$ cat src/rtl/ap_ctrl_pkg.sv
// Shared types and default sizing for the ap_ctrl handshake sequencer.
package ap_ctrl_pkg;

    typedef enum logic [2:0] {
        ST_IDLE,
        ST_RUN,
        ST_DRAIN,
        ST_DONE,
        ST_ERR
    } ap_ctrl_state_e;

    localparam int unsigned TXN_W_DEF       = 16;
    localparam int unsigned CYC_W_DEF       = 32;
    localparam int unsigned TIMEOUT_CYC_DEF = 100000;

endpackage

$ cat src/rtl/ap_ctrl_sequencer_if.sv
// HLS block-level control handshake between the sequencer (master) and the DUT (slave).
interface ap_ctrl_sequencer_if;

    logic ap_start;
    logic ap_ready;
    logic ap_done;
    logic ap_continue;

    modport master (
        output ap_start,
        output ap_continue,
        input  ap_ready,
        input  ap_done
    );

    modport slave (
        input  ap_start,
        input  ap_continue,
        output ap_ready,
        output ap_done
    );

endinterface

$ cat src/rtl/ap_ctrl_watchdog.sv
// Hang watchdog: reloads on clr or while disabled, counts down while enabled and
// pulses expired on the TIMEOUT_CYC-th consecutive enabled cycle.
module ap_ctrl_watchdog
    import ap_ctrl_pkg::*;
#(
    parameter int unsigned TIMEOUT_CYC = TIMEOUT_CYC_DEF
) (
    input  logic clock,
    input  logic reset,
    input  logic en,
    input  logic clr,
    output logic expired
);
    localparam int unsigned WD_W = $clog2(TIMEOUT_CYC + 1);
    localparam logic [WD_W-1:0] LOAD   = WD_W'(TIMEOUT_CYC);
    localparam logic [WD_W-1:0] WD_ONE = WD_W'(1);

    logic [WD_W-1:0] cnt;

    always_ff @(posedge clock or negedge reset) begin
        if (!reset) begin
            cnt <= LOAD;
        end else if (clr || !en) begin
            cnt <= LOAD;
        end else if (cnt != '0) begin
            cnt <= cnt - WD_ONE;
        end
    end

    assign expired = en && !clr && (cnt == WD_ONE);

endmodule

$ cat src/rtl/ap_ctrl_sequencer.sv
// ap_ctrl_sequencer: issues a programmed number of ap_start transactions, counts retired
// dones, and flags hangs and spurious dones. Define AP_CTRL_CHAIN_EN for ap_ctrl_chain backpressure.
module ap_ctrl_sequencer
    import ap_ctrl_pkg::*;
#(
    parameter int unsigned TXN_W       = TXN_W_DEF,
    parameter int unsigned TIMEOUT_CYC = TIMEOUT_CYC_DEF,
    parameter int unsigned CYC_W       = CYC_W_DEF
) (
    input  logic                clock,
    input  logic                reset,
    input  logic                cfg_go,
    input  logic [TXN_W-1:0]    cfg_num_txn,
    ap_ctrl_sequencer_if.master ap,
    input  logic                sink_ready,
    output logic                busy,
    output logic                finish,
    output logic                timeout,
    output logic                proto_err,
    output logic [TXN_W-1:0]    start_cnt,
    output logic [TXN_W-1:0]    done_cnt,
    output logic [CYC_W-1:0]    run_cycles
);
    localparam logic [TXN_W-1:0] TXN_ONE = TXN_W'(1);
    localparam logic [CYC_W-1:0] CYC_ONE = CYC_W'(1);

    ap_ctrl_state_e state, state_nx;

    logic [TXN_W-1:0] num_q;
    logic [TXN_W-1:0] start_inc;
    logic [TXN_W-1:0] done_inc;
    logic             cont;
    logic             go_ok;
    logic             active;
    logic             start_acc;
    logic             retire;
    logic             outstanding;
    logic             done_ok;
    logic             spurious;
    logic             wd_exp;

    function automatic logic [CYC_W-1:0] sat_inc(input logic [CYC_W-1:0] v);
        return (&v) ? v : v + CYC_ONE;
    endfunction

    // A done is only credited against an outstanding start; otherwise it is a protocol error.
    assign go_ok       = cfg_go && (state == ST_IDLE || state == ST_DONE);
    assign active      = (state == ST_RUN) || (state == ST_DRAIN);
    assign start_acc   = (state == ST_RUN) && ap.ap_ready;
    assign retire      = ap.ap_done && cont;
    assign outstanding = start_cnt > done_cnt;
    assign done_ok     = active && retire && outstanding;
    assign spurious    = retire && !outstanding && (state != ST_ERR);
    assign start_inc   = start_cnt + TXN_ONE;
    assign done_inc    = done_cnt + TXN_ONE;

    ap_ctrl_watchdog #(
        .TIMEOUT_CYC (TIMEOUT_CYC)
    ) u_watchdog (
        .clock   (clock),
        .reset   (reset),
        .en      (active && outstanding),
        .clr     (done_ok),
        .expired (wd_exp)
    );

`ifdef AP_CTRL_CHAIN_EN
    always_ff @(posedge clock or negedge reset) begin
        if (!reset) begin
            cont <= 1'b0;
        end else begin
            cont <= sink_ready;
        end
    end
`else
    logic unused_sink_ready;
    assign unused_sink_ready = sink_ready;
    assign cont              = 1'b1;
`endif

    assign ap.ap_continue = cont;

    always_ff @(posedge clock or negedge reset) begin
        if (!reset) begin
            state <= ST_IDLE;
        end else begin
            state <= state_nx;
        end
    end

    always_comb begin
        state_nx = state;
        unique case (state)
            ST_IDLE, ST_DONE: begin
                if (cfg_go) begin
                    state_nx = (cfg_num_txn != '0) ? ST_RUN : ST_DONE;
                end
            end
            ST_RUN: begin
                if (wd_exp) begin
                    state_nx = ST_ERR;
                end else if (start_acc && (start_inc == num_q)) begin
                    state_nx = ST_DRAIN;
                end
            end
            ST_DRAIN: begin
                if (wd_exp) begin
                    state_nx = ST_ERR;
                end else if (done_ok && (done_inc == num_q)) begin
                    state_nx = ST_DONE;
                end
            end
            ST_ERR:  state_nx = ST_ERR;
            default: state_nx = ST_IDLE;
        endcase
    end

    always_comb begin
        ap.ap_start = (state == ST_RUN);
        busy        = active;
        finish      = (state == ST_DONE);
    end

    // ERR freezes all run bookkeeping until reset.
    always_ff @(posedge clock or negedge reset) begin
        if (!reset) begin
            num_q      <= '0;
            start_cnt  <= '0;
            done_cnt   <= '0;
            run_cycles <= '0;
            timeout    <= 1'b0;
            proto_err  <= 1'b0;
        end else if (go_ok) begin
            num_q      <= cfg_num_txn;
            start_cnt  <= '0;
            done_cnt   <= '0;
            run_cycles <= '0;
            timeout    <= 1'b0;
            proto_err  <= 1'b0;
        end else begin
            if (start_acc) start_cnt  <= start_inc;
            if (done_ok)   done_cnt   <= done_inc;
            if (active)    run_cycles <= sat_inc(run_cycles);
            if (wd_exp)    timeout    <= 1'b1;
            if (spurious)  proto_err  <= 1'b1;
        end
    end

endmodule

$ cat src/flat_wrapper.sv
// flat-port wrapper written by rule: the top's interface ports become plain ports
module ap_ctrl_sequencer_flat import ap_ctrl_pkg::*;
#(
    parameter int unsigned TXN_W       = TXN_W_DEF,
    parameter int unsigned TIMEOUT_CYC = TIMEOUT_CYC_DEF,
    parameter int unsigned CYC_W       = CYC_W_DEF
)
  (clock, reset, cfg_go, cfg_num_txn, sink_ready, busy, finish, timeout, proto_err, start_cnt, done_cnt, run_cycles, ap_ap_start, ap_ap_continue, ap_ap_ready, ap_ap_done);
  ap_ctrl_sequencer_if ap_i ();
  input  logic clock;
  input  logic reset;
  input  logic cfg_go;
  input  logic [TXN_W-1:0] cfg_num_txn;
  input  logic sink_ready;
  output logic busy;
  output logic finish;
  output logic timeout;
  output logic proto_err;
  output logic [TXN_W-1:0] start_cnt;
  output logic [TXN_W-1:0] done_cnt;
  output logic [CYC_W-1:0] run_cycles;
  output wire logic [$bits(ap_i.ap_start)-1:0] ap_ap_start;
  output wire logic [$bits(ap_i.ap_continue)-1:0] ap_ap_continue;
  input wire logic [$bits(ap_i.ap_ready)-1:0] ap_ap_ready;
  input wire logic [$bits(ap_i.ap_done)-1:0] ap_ap_done;
  assign ap_ap_start = ap_i.ap_start;
  assign ap_ap_continue = ap_i.ap_continue;
  assign ap_i.ap_ready = ap_ap_ready;
  assign ap_i.ap_done = ap_ap_done;
  ap_ctrl_sequencer #(.TXN_W(TXN_W), .TIMEOUT_CYC(TIMEOUT_CYC), .CYC_W(CYC_W)) u_core (.clock(clock), .reset(reset), .cfg_go(cfg_go), .cfg_num_txn(cfg_num_txn), .ap(ap_i), .sink_ready(sink_ready), .busy(busy), .finish(finish), .timeout(timeout), .proto_err(proto_err), .start_cnt(start_cnt), .done_cnt(done_cnt), .run_cycles(run_cycles));
endmodule
$ cat config.mk
export PLATFORM = sky130hd
export DESIGN_NAME = ap_ctrl_sequencer_flat
export DESIGN_NICKNAME = d
export VERILOG_FILES = /design/src/rtl/ap_ctrl_pkg.sv /design/src/rtl/ap_ctrl_sequencer_if.sv /design/src/rtl/ap_ctrl_watchdog.sv /design/src/rtl/ap_ctrl_sequencer.sv /design/src/flat_wrapper.sv
export SDC_FILE = /design/constraint.sdc
export NUM_CORES = 1
export LEC_CHECK = 0
export CORE_MARGIN = 1.5
export CORE_UTILIZATION = 57
export DETAILED_ROUTE_END_ITERATION = 7
export DONT_BUFFER_PORTS = 1
export PLACE_DENSITY = 0.75
export SYNTH_ARGS = -nofsm -noshare
export SYNTH_HDL_FRONTEND = slang
export SYNTH_SLANG_ARGS = --single-unit
$ cat constraint.sdc
create_clock -name clock -period 2.4 [get_ports clock]
set_clock_uncertainty 0.15 [all_clocks]
set_input_delay 0.36 -clock clock [delete_from_list [all_inputs] [get_ports clock]]
set_output_delay 0.36 -clock clock [all_outputs]
set_load 0.05 [all_outputs]
### Word level (Yosys, flattened, before mapping)

Cells that the tools add are included.

| storage, ports and cells | value |
|---|---|
| word-level logic and storage cells | 75 |
| bits of input ports | 22 |
| register bits after elaboration | 102 |
| output and inout port bits | 70 |

| operators by class | value |
|---|---|
| magnitude comparators | 1 |
| equality and inequality tests | 12 |
| muxes and demuxes | 20 |
| $add $sub $neg | 4 |
| reductions and logical operators | 30 |

Operators by type and width:

| kind | number |
|---|---|
| 2-to-1 mux 32 bit | 3 |
| 2-to-1 mux 16 bit | 4 |
| 2-to-1 mux 17 bit | 2 |
| adder 16 x 1 -> 16 bit, second input constant | 2 |
| adder 32 x 1 -> 32 bit, second input constant | 1 |
| == test 16 bit | 2 |
| AND reduction 32 bit | 1 |
| == test 17 x 1 -> 1 bit, second input constant | 1 |
| nonzero test 17 bit | 1 |
| subtractor 17 x 1 -> 17 bit, second input constant | 1 |
| greater-than comparator 16 bit | 1 |
| nonzero test 16 bit | 1 |
| 2-to-1 mux 3 bit | 5 |
| one-hot mux 3 bit (4 select lines) | 1 |
| nonzero test 2 bit | 6 |
| logical AND 1 bit | 11 |
| == test 3 x 2 -> 1 bit, second input constant | 2 |
| != test 3 bit, second input constant | 2 |
| 2-to-1 mux 1 bit | 4 |
| == test 3 x 1 -> 1 bit, second input constant | 1 |
| == test 3 bit, second input constant | 1 |
| zero test 1 bit | 3 |
| zero test 3 bit | 1 |
| logical OR 1 bit | 3 |
| 7 further kinds | 7 |

### Depth between registers and ports, before layout

Gate-level depths: netlist of run 1.

| depth | value |
|---|---|
| depth in word-level cells | 9 |
| gate-level depth with buffers | 12 |

### Modules after synthesis

Synthesis of run 1 repeated with hierarchy kept, for this count alone.

| second synthesis, totals | value |
|---|---|
| cell total of the unflattened synthesis | 748 |
| area, all modules | 6491.2 sq um |

By module, submodules not included:

| module | times used | seq. area each (sq um) | area each (sq um) | cells each |
|---|---|---|---|---|
| ap_ctrl_sequencer | 1 | 2127.0 | 5514.0 | 643 |
| ap_ctrl_watchdog | 1 | 432.9 | 977.2 | 105 |

### Worst setup path after synthesis of run 1

No wires, ideal clock.

| timing | value |
|---|---|
| kind | reg2reg |
| from | reg u_core.done_cnt[5] |
| to | reg u_core.done_cnt[13] |
| data arrival time | 2799 ps |
| setup slack | -668 ps |
| setup time | 118 ps |
| cell stages (with the launch flop) | 13 |
| buffers on the path | 2 |
| period minus slack after synthesis | 3068 ps |
| cells stage by stage | dfrtp_1 -> inv_1 -> ha_1 -> a21oi_1 -> o21ai_0 -> nand2b_1 -> a31oi_1 -> a2111o_1 -> clkbuf_1 -> nand2_1 -> clkbuf_1 -> o21ai_0 -> a21o_1 |

| between the ends | value |
|---|---|
| longest elaborated chain between the ends | 3 |
| elaborated cells between the ends (all ways) | 6 |

RTL lines:

| element | RTL line | RTL |
|---|---|---|
| start, declared | ap_ctrl_sequencer.sv:21 | `output logic [TXN_W-1:0] done_cnt,` |
| start signal, assigned | ap_ctrl_sequencer.sv:142 | `if (done_ok) done_cnt <= done_inc;` |
| adder 16 x 1 -> 16 bit or greater-than comparator 16 bit (tied branches) | ap_ctrl_sequencer.sv:55, ap_ctrl_sequencer.sv:51 |  |
| 2-to-1 mux 16 bit or logical AND 1 bit (tied branches) | ap_ctrl_sequencer.sv:142, ap_ctrl_sequencer.sv:52 |  |
| 2-to-1 mux 16 bit or nonzero test 2 bit (tied branches) | -- |  |

Parallel ways exist; a longest one is shown, timed or not. The select of a mux whose other input is x is not followed.
A chain may end at the register's enable or synchronous reset.

### Final worst setup path of run 1

| timing | value |
|---|---|
| from | reg u_core.done_cnt[4] |
| to | reg u_core.done_cnt[14] |

The elaborated chain is that of the path after synthesis.

==> metrics.txt, run 1 <==
Max Clk Rate=359.0 MHz; prevailing post-synth register cell=dfrtp_1; launch point of the worst reg-to-reg path=u_core.done_cnt[4]$_DFFE_PN0P_; IO buf count=0; Synth top area share=0.3782; critical path class=reg2reg; post-route setup slack=-0.3858 ns; FP Rows=38; Slew headroom=0.5597; Total GRT Usage=0.3781; Max Cap Viol=0; Least-Margin Pin Slew=around 0.65 ns; Sink Count=just over 100; worst path buffer plus inverter count=3; Final nets=between 900 and 1000; Yosys warning count=0; GRT overflow=0; failing checks=hold timing, setup timing; ANT cells=0; area leader, netlist=dfrtp_1; Chip Width=between 100 and 150 um; commonest non-fill, non-tap cell in the layout=buf_4; final setup fails=39; Cell Int Power=just over 4000 uW; Clock power frac=0.140; via count of the routed design=6774; wire per inst=roughly 21 um; Seq cells post-synth=approximately 100; routability cong.=approximately 0.92; Synth cell types=66; Crit-path slowest cell=dfrtp_2; routed vias/inst=roughly 6.4; CTS Buf Count=9; Critical Path RT=roughly 2.5 ns; CTS tree=yes; Clock Latency Late Sink=0.39 ns; RSZ-0062 raised after global routing=yes; Clock Tree Buf Depth=2; Worst Hold Class=in2async; sequential-to-total area share from yosys stat=0.4030; DR DRC count=0; Hold-fix buffers, CTS=17; Lkg Pwr=0.004064 uW; CP peak stage delay=approximately 0.46 ns; Final Max Slew Viols=0; largest net degree at the start of global routing=103; Root Buffer=clkbuf_8; Critical Path End Type=register; syn_area_per_cell=8.762 um^2; worst reg2reg setup slack=-0.39 ns; final WL=around 23000 um; Sw Ratio=0.4778; first drt pass iteration count=6; Final period util=1.161; initial DRC count=about 750; Clock transition at path regs=0.11 ns; post-synthesis async set-or-reset flop share=1.000; die area=roughly 0.012 mm^2; r2r worst-path depth=12; Initial Util=0.5860; arrival time worst endpoint=2.90 ns; via count of the first global-routing pass=6852; first-pass GRT wire length=34080 um; Gate power share=0.562; Setup crit start kind=register; Area growth syn-to-layout=41.30%; Gate Count Post-Synth=between 700 and 800; fin util=0.8280; H-tree depth=3; core area=between 0.01 and 0.015 mm^2; share of cells above drive strength 1=0.4089; pwr/cell area=around 900 mW/mm^2; worst-path maximum fanout=7; WHS=-0.5013 ns; VDD IR max=just under 0.7 mV; status=complete, but fails checks; # IOs=a little over 90; critical-path cell list=inv_2, ha_1, a21oi_1, o21ai_1, nand2b_4, a31oi_4, a2111oi_2, buf_4, o21ai_4, buf_6, o21ai_2, a21o_1; antenna-violating nets left=0; EDFF count, synth=0; initial antenna violation count=0; post-DP HPWL=about 14000 um; minimum clock period=about 2.8 ns; top area cells in the synthesized netlist=dfrtp_1 38%, nand2_1 5.8%, xnor2_1 5.5%; commonest cells after routing, fill and taps aside=177 x buf_4, 95 x nand2_1, 49 x nor2_1, 48 x dfrtp_2, 46 x dfrtp_1; Seq pwr share=0.298; DIE HEIGHT=~110 um; r2r endpoint=u_core.done_cnt[14]$_DFFE_PN0P_; mapped cell area=~0.0064 mm^2; Place WS=-0.2470 ns; crit-path leading delay family=compound AO/OA/AOI/OAI gates; Post-Syn Nets=between 700 and 800; endpoints failing hold=102; P_sw=3748 uW
registers in the layout, indices dropped and copies added (netlist names):
signal                 count
u_core.run_cycles         32
u_core.done_cnt           16
u_core.timeout             1
u_core.num_q              16
u_core.start_cnt          16
u_core.proto_err           1
u_core.state               3
u_core.u_watchdog.cnt     17
per-layer routing:
layer / GRT usage / wire (um) / up-vias
li1: - / - / 2947
met5: 0 / 0 / -
met3: 0.1049 / 2259 / 121
met4: 0.1748 / 1249 / 0
met1: 0.4667 / 8337 / 3268
met2: 0.6141 / 10980 / 438
logic make-up (layout without fill, tap and decap cells):
family	count (synthesis)	count (layout)	share of synthesized area
AND/OR/NAND/NOR	327	330	0.2724
multiplexers	3	3	0.004727
other	1	1	0.0005903
XOR/XNOR	79	79	0.1089
adder cells (fa/ha/maj)	21	21	0.04136
buffers and inverters	62	256	0.03802
flip-flops	102	102	0.4030
AO/OA/AOI/OAI	130	130	0.1310
cells in the mapped netlist, drive strengths merged (6+ instances only):
| cell type | instances |
|---|---|
| a21o | 13 |
| inv | 33 |
| xnor2 | 40 |
| nor2 | 59 |
| o21ai | 45 |
| nand3 | 36 |
| ha | 21 |
| nand4 | 23 |
| and2 | 11 |
| xor2 | 39 |
| and3 | 7 |
| nor3 | 26 |
| nor2b | 6 |
| nor4 | 14 |
| o31ai | 10 |
| or3 | 14 |
| nand2 | 99 |
| a21oi | 27 |
| dfstp | 6 |
| clkbuf | 24 |
| dfrtp | 96 |
worst register-to-register path, delay by kind of cell, from the launching register on:
| kind | cells | cell delay, ns |
|---|---|---|
| buffers and inverters | 3 | 0.53 |
| adders and majority gates | 1 | 0.18 |
| AOI/OAI and AO/OA | 7 | 1.25 |
| and+or+nand+nor | 1 | 0.10 |
| DFF | 1 | 0.46 |
worst max path at each step:
stage               cells after the start                       startpoint  slack, ns                              end
global placement                       10   u_core.done_cnt[0]$_DFFE_PN0P_      -0.18      u_core.state[0]$_DFFE_PN0P_
detailed placement                     10   u_core.done_cnt[0]$_DFFE_PN0P_      -0.25      u_core.state[0]$_DFFE_PN0P_
floorplan                               9   u_core.done_cnt[1]$_DFFE_PN0P_      -0.24      u_core.state[0]$_DFFE_PN0P_
global route                            9   u_core.done_cnt[0]$_DFFE_PN0P_      -0.40      u_core.state[0]$_DFFE_PN0P_
finish                                 12   u_core.done_cnt[4]$_DFFE_PN0P_      -0.39  u_core.done_cnt[14]$_DFFE_PN0P_
CTS                                    10  u_core.start_cnt[8]$_DFFE_PN0P_      -0.18   u_core.done_cnt[7]$_DFFE_PN0P_
what timing repair did:
item | CTS | global route
setup buffers | 17 | 1
gates cloned | 3 | 1
endpoints found under the hold margin | 119 | 102
pin swaps | 34 | 30
gates resized for setup | 67 | 52
endpoints found under the setup margin | 37 | 45
final cells by class:
cell class / instances / area [um^2]
multi-input combinational: 564 / 4188
sequential: 102 / 2628
fill: 613 / 1864
timing repair buffer: 207 / 1662
tap: 140 / 175.2
clock buffer: 10 / 137.6
inverter: 33 / 133.9
clock inverter: 6 / 52.55
power groups by stage:
stage,clock (uW),combinational (uW),sequential [uW]
2_1_floorplan,0,2100,2450
4_1_cts,1110,3800,2300
5_1_grt,1180,4630,2350
6_report,1100,4410,2340
3_3_place_gp,0,3140,2310
3_5_place_dp,0,3260,2330
through the flow:
stage / area, um^2 / TNS (ns) / instances / hold slack (ns) / total power (uW)
after CTS: 8727 / -1.659 / 1060 / -0.5195 / 7212
final: 8976 / -8.457 / 1062 / -0.5013 / 7845
after global placement: 7906 / -0.8961 / 1008 / -0.08223 / 5455
after global routing: 8976 / -8.256 / 1062 / -0.5352 / 8154
after detailed placement: 7906 / -3.660 / 1008 / -0.08214 / 5593
after floorplan: 6614 / -1.785 / 725 / -0.08559 / 4544
Note: power is estimated with default switching activity, not from simulation.
==> run 2: changes to the inputs <==
Settings changed: CTS_CLUSTER_SIZE from default to 10.
==> results of run 2 <==
Same layout as run 1: the final DEF is identical, and so are final timing and power.
